**src/rtl/traffic_ctrl.sv**
```systemverilog
// Toy-track traffic light sequencer: red -> green -> yellow timed by a tick
// strobe, with a blinking-yellow fault mode and a lights-off idle state.
module traffic_ctrl #(
   parameter int RED_T    = 6,
   parameter int GREEN_T  = 8,
   parameter int YELLOW_T = 2,
   parameter int CW       = 8
) (
   input  logic       clk,
   input  logic       rst,
   input  logic       tick,
   input  logic       run,
   input  logic       fault,
   output logic [1:0] code,
   output logic       phase_start
);

   typedef enum logic [2:0] {
      S_OFF     = 3'd0,
      S_RED     = 3'd1,
      S_GREEN   = 3'd2,
      S_YELLOW  = 3'd3,
      S_BLK_ON  = 3'd4,
      S_BLK_OFF = 3'd5
   } state_t;

   localparam logic [1:0] CODE_RED    = 2'b00;
   localparam logic [1:0] CODE_YELLOW = 2'b01;
   localparam logic [1:0] CODE_GREEN  = 2'b10;
   localparam logic [1:0] CODE_DARK   = 2'b11;

   localparam logic [CW-1:0] RED_LAST    = CW'(RED_T - 1);
   localparam logic [CW-1:0] GREEN_LAST  = CW'(GREEN_T - 1);
   localparam logic [CW-1:0] YELLOW_LAST = CW'(YELLOW_T - 1);
   localparam logic [CW-1:0] CNT_ZERO    = {CW{1'b0}};

   state_t        state_q, state_d;
   logic [CW-1:0] cnt_q, cnt_d;
   logic [1:0]    code_q, code_d;
   logic          phase_start_q, phase_start_d;

   function automatic logic [1:0] code_of(input state_t s);
      logic [1:0] c;
      case (s)
         S_OFF:     c = CODE_DARK;
         S_RED:     c = CODE_RED;
         S_GREEN:   c = CODE_GREEN;
         S_YELLOW:  c = CODE_YELLOW;
         S_BLK_ON:  c = CODE_YELLOW;
         S_BLK_OFF: c = CODE_DARK;
         default:   c = CODE_DARK;
      endcase
      return c;
   endfunction

   // Next-state and counter logic; priority is fault, then run, then tick timing.
   always_comb begin
      state_d = state_q;
      cnt_d   = cnt_q;
      case (state_q)
         S_OFF: begin
            cnt_d = CNT_ZERO;
            if (fault) begin
               state_d = S_BLK_ON;
            end else if (run) begin
               state_d = S_RED;
            end else begin
               state_d = S_OFF;
            end
         end
         S_RED, S_GREEN, S_YELLOW: begin
            if (fault) begin
               state_d = S_BLK_ON;
               cnt_d   = CNT_ZERO;
            end else if (!run) begin
               state_d = S_OFF;
               cnt_d   = CNT_ZERO;
            end else if (tick) begin
               if (state_q == S_RED && cnt_q == RED_LAST) begin
                  state_d = S_GREEN;
                  cnt_d   = CNT_ZERO;
               end else if (state_q == S_GREEN && cnt_q == GREEN_LAST) begin
                  state_d = S_YELLOW;
                  cnt_d   = CNT_ZERO;
               end else if (state_q == S_YELLOW && cnt_q == YELLOW_LAST) begin
                  state_d = S_RED;
                  cnt_d   = CNT_ZERO;
               end else begin
                  cnt_d = cnt_q + CW'(1'b1);
               end
            end else begin
               cnt_d = cnt_q;
            end
         end
         S_BLK_ON, S_BLK_OFF: begin
            cnt_d = CNT_ZERO;
            if (fault) begin
               if (tick) begin
                  state_d = (state_q == S_BLK_ON) ? S_BLK_OFF : S_BLK_ON;
               end else begin
                  state_d = state_q;
               end
            end else if (run) begin
               // Leaving blink always restarts the sequence at red.
               state_d = S_RED;
            end else begin
               state_d = S_OFF;
            end
         end
         default: begin
            state_d = S_OFF;
            cnt_d   = CNT_ZERO;
         end
      endcase
   end

   // Output registers are loaded from the next state so they track state_q exactly.
   always_comb begin
      code_d        = code_of(state_d);
      phase_start_d = (state_d != state_q);
   end

   // State, counter and output registers.
   always_ff @(posedge clk or posedge rst) begin
      if (rst) begin
         state_q       <= S_OFF;
         cnt_q         <= CNT_ZERO;
         code_q        <= CODE_DARK;
         phase_start_q <= 1'b0;
      end else begin
         state_q       <= state_d;
         cnt_q         <= cnt_d;
         code_q        <= code_d;
         phase_start_q <= phase_start_d;
      end
   end

   assign code        = code_q;
   assign phase_start = phase_start_q;

endmodule

```
**config.mk**
```make
export PLATFORM = sky130hd
export DESIGN_NAME = traffic_ctrl
export DESIGN_NICKNAME = d
export VERILOG_FILES = /design/src/rtl/traffic_ctrl.sv
export SDC_FILE = /design/constraint.sdc
export NUM_CORES = 1
export LEC_CHECK = 0
export CAP_MARGIN = 20
export CORE_ASPECT_RATIO = 0.9
export CORE_UTILIZATION = 55
export DETAILED_ROUTE_END_ITERATION = 8
export PLACE_DENSITY = 0.85
export SETUP_SLACK_MARGIN = 0.5
export SYNTH_ARGS = -nofsm -noshare
export SYNTH_HDL_FRONTEND = slang
export SYNTH_SLANG_ARGS = --single-unit
```
**constraint.sdc**
```tcl
create_clock -name clk -period 2 [get_ports clk]
set_input_delay 0.6 -clock clk [delete_from_list [all_inputs] [get_ports clk]]
set_output_delay 0.6 -clock clk [all_outputs]
set_load 0.02 [all_outputs]
```
# == Word-level counts from Yosys, hierarchy flattened ==
# Index checks and enable logic that the tools add are counted.
# word_totals
reg_bits,14
input_bits,5
out_inout_bits,3
word_cells,46
# classes
add_sub_neg,1
n_eq_ne,14
n_mux,20
reduce_logical,7
# ops
cell,count
$mux 8,7
$mux 3,9
$eq 8x3->1 const B,2
$eq 3x2->1 const B,4
$eq 3x3->1 const B,3
$pmux 3 s3,1
$add 8x1->8 const B,1
$eq 8x1->1 const B,1
$eq 3x1->1 const B,2
$pmux 2 s3,1
$ne 4x4->1 const B,1
$reduce_or 2->1,2
$logic_and 1x1->1,3
$logic_not 3->1,1
$ne 3x3->1,1
$reduce_or 3->1,1
$mux 1,2

# == Longest topological paths before layout ==
# depth
word_depth,12
mapped_depth,7
mapped_depth_nobuf,7

# == Least setup slack after synthesis ==
# No wires, ideal clock.
# synth_path
path_type,input to register
start,input port tick
end,register code_q[0] (netlist: code[0])
setup_time_ps,75
arrival_ps,1748
required_time_ps,1925
setup_slack_ps,177
stages,4
path_buffers,0
path_cell_list,or3b_2 or2_1 o221ai_2 mux2i_1
# synth_via
elab_chain_len,7
word_cells_on_any_way,12
cone_classes,eq/ne (4); mux (7); reduce/logical (1)
# synth_lines
item,line_no,source
start: declaration,11,"input logic tick,"
$mux 3,78,end else if (tick) begin
$mux 3,75,end else if (!run) begin
$mux 3,72,if (fault) begin
$pmux 3 s3 *,60,case (state_q)
named net state_d[0],37,"state_t state_q, state_d;"
$eq 3x3->1 or $eq 3x2->1 (tied branches),44,case (s)
$reduce_or 2->1 (no source line),--,
$pmux 2 s3 *,44,
named net code_d[0],39,"logic [1:0] code_q, code_d;"
end signal: assignment,133,code_q <= code_d;
end: declaration,39,
# The timed path passes the listed nets; every way through them passes the cells marked *.
# A chain may end at the register's enable or synchronous reset.

# == Final worst setup path ==
# layout_path
start,register cnt_q[5]
end,register code_q[1] (netlist: code[1])
# layout_via
elab_chain_len,12
word_cells_on_any_way,19
cone_classes,eq/ne (7); mux (8); reduce/logical (4)
# layout_lines
item,line_no,source
start: declaration,38,"logic [CW-1:0] cnt_q, cnt_d;"
start signal: assignment,132,cnt_q <= cnt_d;
$eq 8x1->1,85,end else if (state_q == S_YELLOW && cnt_q == YELLOW_LAST) begin
$logic_and 1x1->1,85,
$mux 3,85,
$mux 3,82,end else if (state_q == S_GREEN && cnt_q == GREEN_LAST) begin
$mux 3 *,79,if (state_q == S_RED && cnt_q == RED_LAST) begin
$mux 3 *,78,
$mux 3 *,75,
$mux 3 *,72,
$pmux 3 s3 *,60,
named net state_d[0],37,
$eq 3x3->1 or $eq 3x2->1 (tied branches),44,
$reduce_or 2->1 (no source line),--,
$pmux 2 s3 *,44,
named net code_d[1],39,
# Marked as above.

==> results.yml <==
status:
  outcome: "completed"
finish:
  final_common_cell: "buf_4"
  num_antenna_cells: 0
  final_cell_mix: "buf_4, dfrtp_1, nand2b_1"
  final_nets: 131
  syn_to_final_growth_pct: 37.9
  drive_gt1_share_pct: 39.8
  fin_area_um2: 1260
  fillerInstances: 86
yosys:
  synth_ff_type: "dfrtp_1"
  yosysTopAreaCell: "dfrtp_1"
  synth_edf_count: 0
  ys_warn_count: 0
  syn-num-nets: 106
  synth_area_leaders: "dfrtp_1, dfstp_2, o2bb2ai_1"
  synth_area_per_cell_um2: 9.24
  ys_seq_area_share_pct: 38.6
  synth_top_area_share_pct: 32.8
  ys_async_sr_fraction_pct: 100
  netlist-cell-type-count: 37
  netlist_area_um2: 915
  synth_cells: 99
  yosys_register_bits: 14
power_and_ir_drop:
  power_density_nw_per_um2: 505
  p_leak_nw: 0.523
  worst_ir_drop_vdd_v: 0.000330
critical_path:
  crit_fanout: 6
  critPathRequiredTime_ns: 2.21
  r2r-start: "cnt_q[5]"
  worst-path-stages: 5
  critPathLaunchType: "flip-flop"
  reg2reg_depth: 5
  cp.arrival_ns: 2.10
  r2r_end: "code[1]"
  slowest_delay_ns: 0.52
  crit_type: "flip-flop to flip-flop"
  cp_num_buf_inv: 0
  cp-end-kind: "flip-flop"
  r2r_slack_ns: 0.11
  cp_slowest_cell: "or4_4"
  cp_top_family: "simple AND/OR/NAND/NOR gates"
  crit_chain: "or4_4, or3_4, o21bai_4, o221ai_4, mux2i_1"
timing:
  finClkSkew_ns: 0.00223
  finalCritPeriodShare_pct: 94.6
  finalCriticalPeriod_ns: 1.89
  rsz0062_at_grt: "yes"
  hold_violations: 0
  setup_violations: 0
  tightest_slew_ns: 0.526
  fmax_ghz: 0.529
  slew_violations: 0
  relSlewSlack_pct: 64.9
  tns_ns: 0
clocking:
  clk_path_buf_depth: 2
  numClockSinks: 14
  clk_pin_slew_ns: 0.09
  cts_tree: "yes"
  numCtsBuffers: 3
  worst_skew_pair.late_latency_ns: 0.28
  cts_hold_buf: 0
  clockRootBuffer: "clkbuf_4"
  htree_num_levels: 1
worst_hold_path:
  min_path_type: "flip-flop to flip-flop"
  whs_path_depth: 1
  min_to: "cnt_q[0]"
  hp-start: "cnt_q[0]"
run:
  cap_viol_max_count: 0
route:
  wl_met3_um: 220
  drc_errors: 0
  dr.max_layer_used: "met4"
  firstDrtPassIters: 4
  wl_per_cell_um: 16.9
  drt-met1-wl_mm: 1.07
  drt_iter0_markers: 47
  vias: 885
  wl_met2_mm: 1.12
  drtAntennaViolNets: 0
  viasPerCell: 6.10
  wl_mm: 2.45
floorplanning:
  fp.coreArea_um2: 1500
  initial_core_util_pct: 61.1
  io-pin-count: 8
  dieArea_um2: 1830
  die_h_um: 40.7
  rows: 13
  die_x_um: 45.0
global_route:
  first_global_vias: 782
  grt_usage_pct: 29.1
  grt_pass1_wl_mm: 3.68
  grt_max_degree: 15
  antenna_found_initial: 0
  grt-ovfl-total: 0
place:
  hpwl_mm: 1.51
  placed_area_um2: 1080
  io_buffers: 7
  place.gp.congestion: 0.905
[flip-flops by register name (all words and copies together), names as in the netlist]
register	cells
code	2
state_q	3
cnt_q	8
phase_start	1
[power by group]
group | switching (mW) | leakage [nW] | internal (mW)
combinational | 0.0619 | 0.324 | 0.0568
sequential | 0.0131 | 0.179 | 0.296
clock | 0.0979 | 0.0210 | 0.111
[cell families after synthesis]
kind of cell	synth area share, %
AOI/OAI and AO/OA	22.8
adders and majority gates	2.74
buffers and inverters	3.28
DFF	38.6
muxes	2.19
and+or+nand+nor	30.4
[routing by layer]
layer | vias up | GRT usage (%)
met1 | 407 | 40.7
met5 | - | 0
met2 | 52 | 45.3
met4 | 0 | 8.33
li1 | 422 | -
met3 | 4 | 6.17
[Yosys cell counts, types with 3 or more instances]
master,count
nor3_1,3
a21oi_1,3
inv_1,4
nand2b_1,8
and3_1,4
clkbuf_1,4
dfrtp_1,12
o21ai_0,7
nand3_1,3
o2bb2ai_1,6
or3_1,3
nor2_1,7
nand2_1,5
[area by class of cell]
class / instances / area [µm²] / area share (%)
timing repair buffer: 24 / 195 / 15.5
sequential: 14 / 355 / 28.2
clock buffer: 4 / 36.3 / 2.88
multi-input combinational: 77 / 632 / 50.1
tap: 22 / 27.5 / 2.18
inverter: 4 / 15.0 / 1.19
[worst max-delay path by stage]
| stage | start | endpoint | slack, ns |
|---|---|---|---|
| 3_3_place_gp | run | code[0] | -0.29 |
| 3_5_place_dp | run | code[1] | -0.36 |
| 6_report | cnt_q[5] | code[1] | 0.11 |
| 5_1_grt | cnt_q[5] | code[1] | 0.04 |
| 4_1_cts | cnt_q[6] | code[1] | 0.13 |
| 2_1_floorplan | cnt_q[4] | code[0] | 0.23 |
[metrics by stage]
stage                     utilization (%)  worst slack, ns  power, mW  instances  hold WS (ns)
after floorplan                         -            0.235      0.373         99         0.485
after global placement               72.1           -0.292      0.412        131         0.514
after detailed placement             72.1           -0.358      0.416        131         0.536
after CTS                            81.3            0.134      0.627        142         0.550
after global routing                 84.3           0.0442      0.663        145         0.582
final                                84.3            0.109      0.636        145         0.552
[timing repair]
action	CTS	global route
cloned	0	0
pin swaps	8	3
buffers inserted	7	3
gates resized for setup	36	8
setup endpoints to repair	16	16
Note: power is estimated with default switching activity, not from simulation.
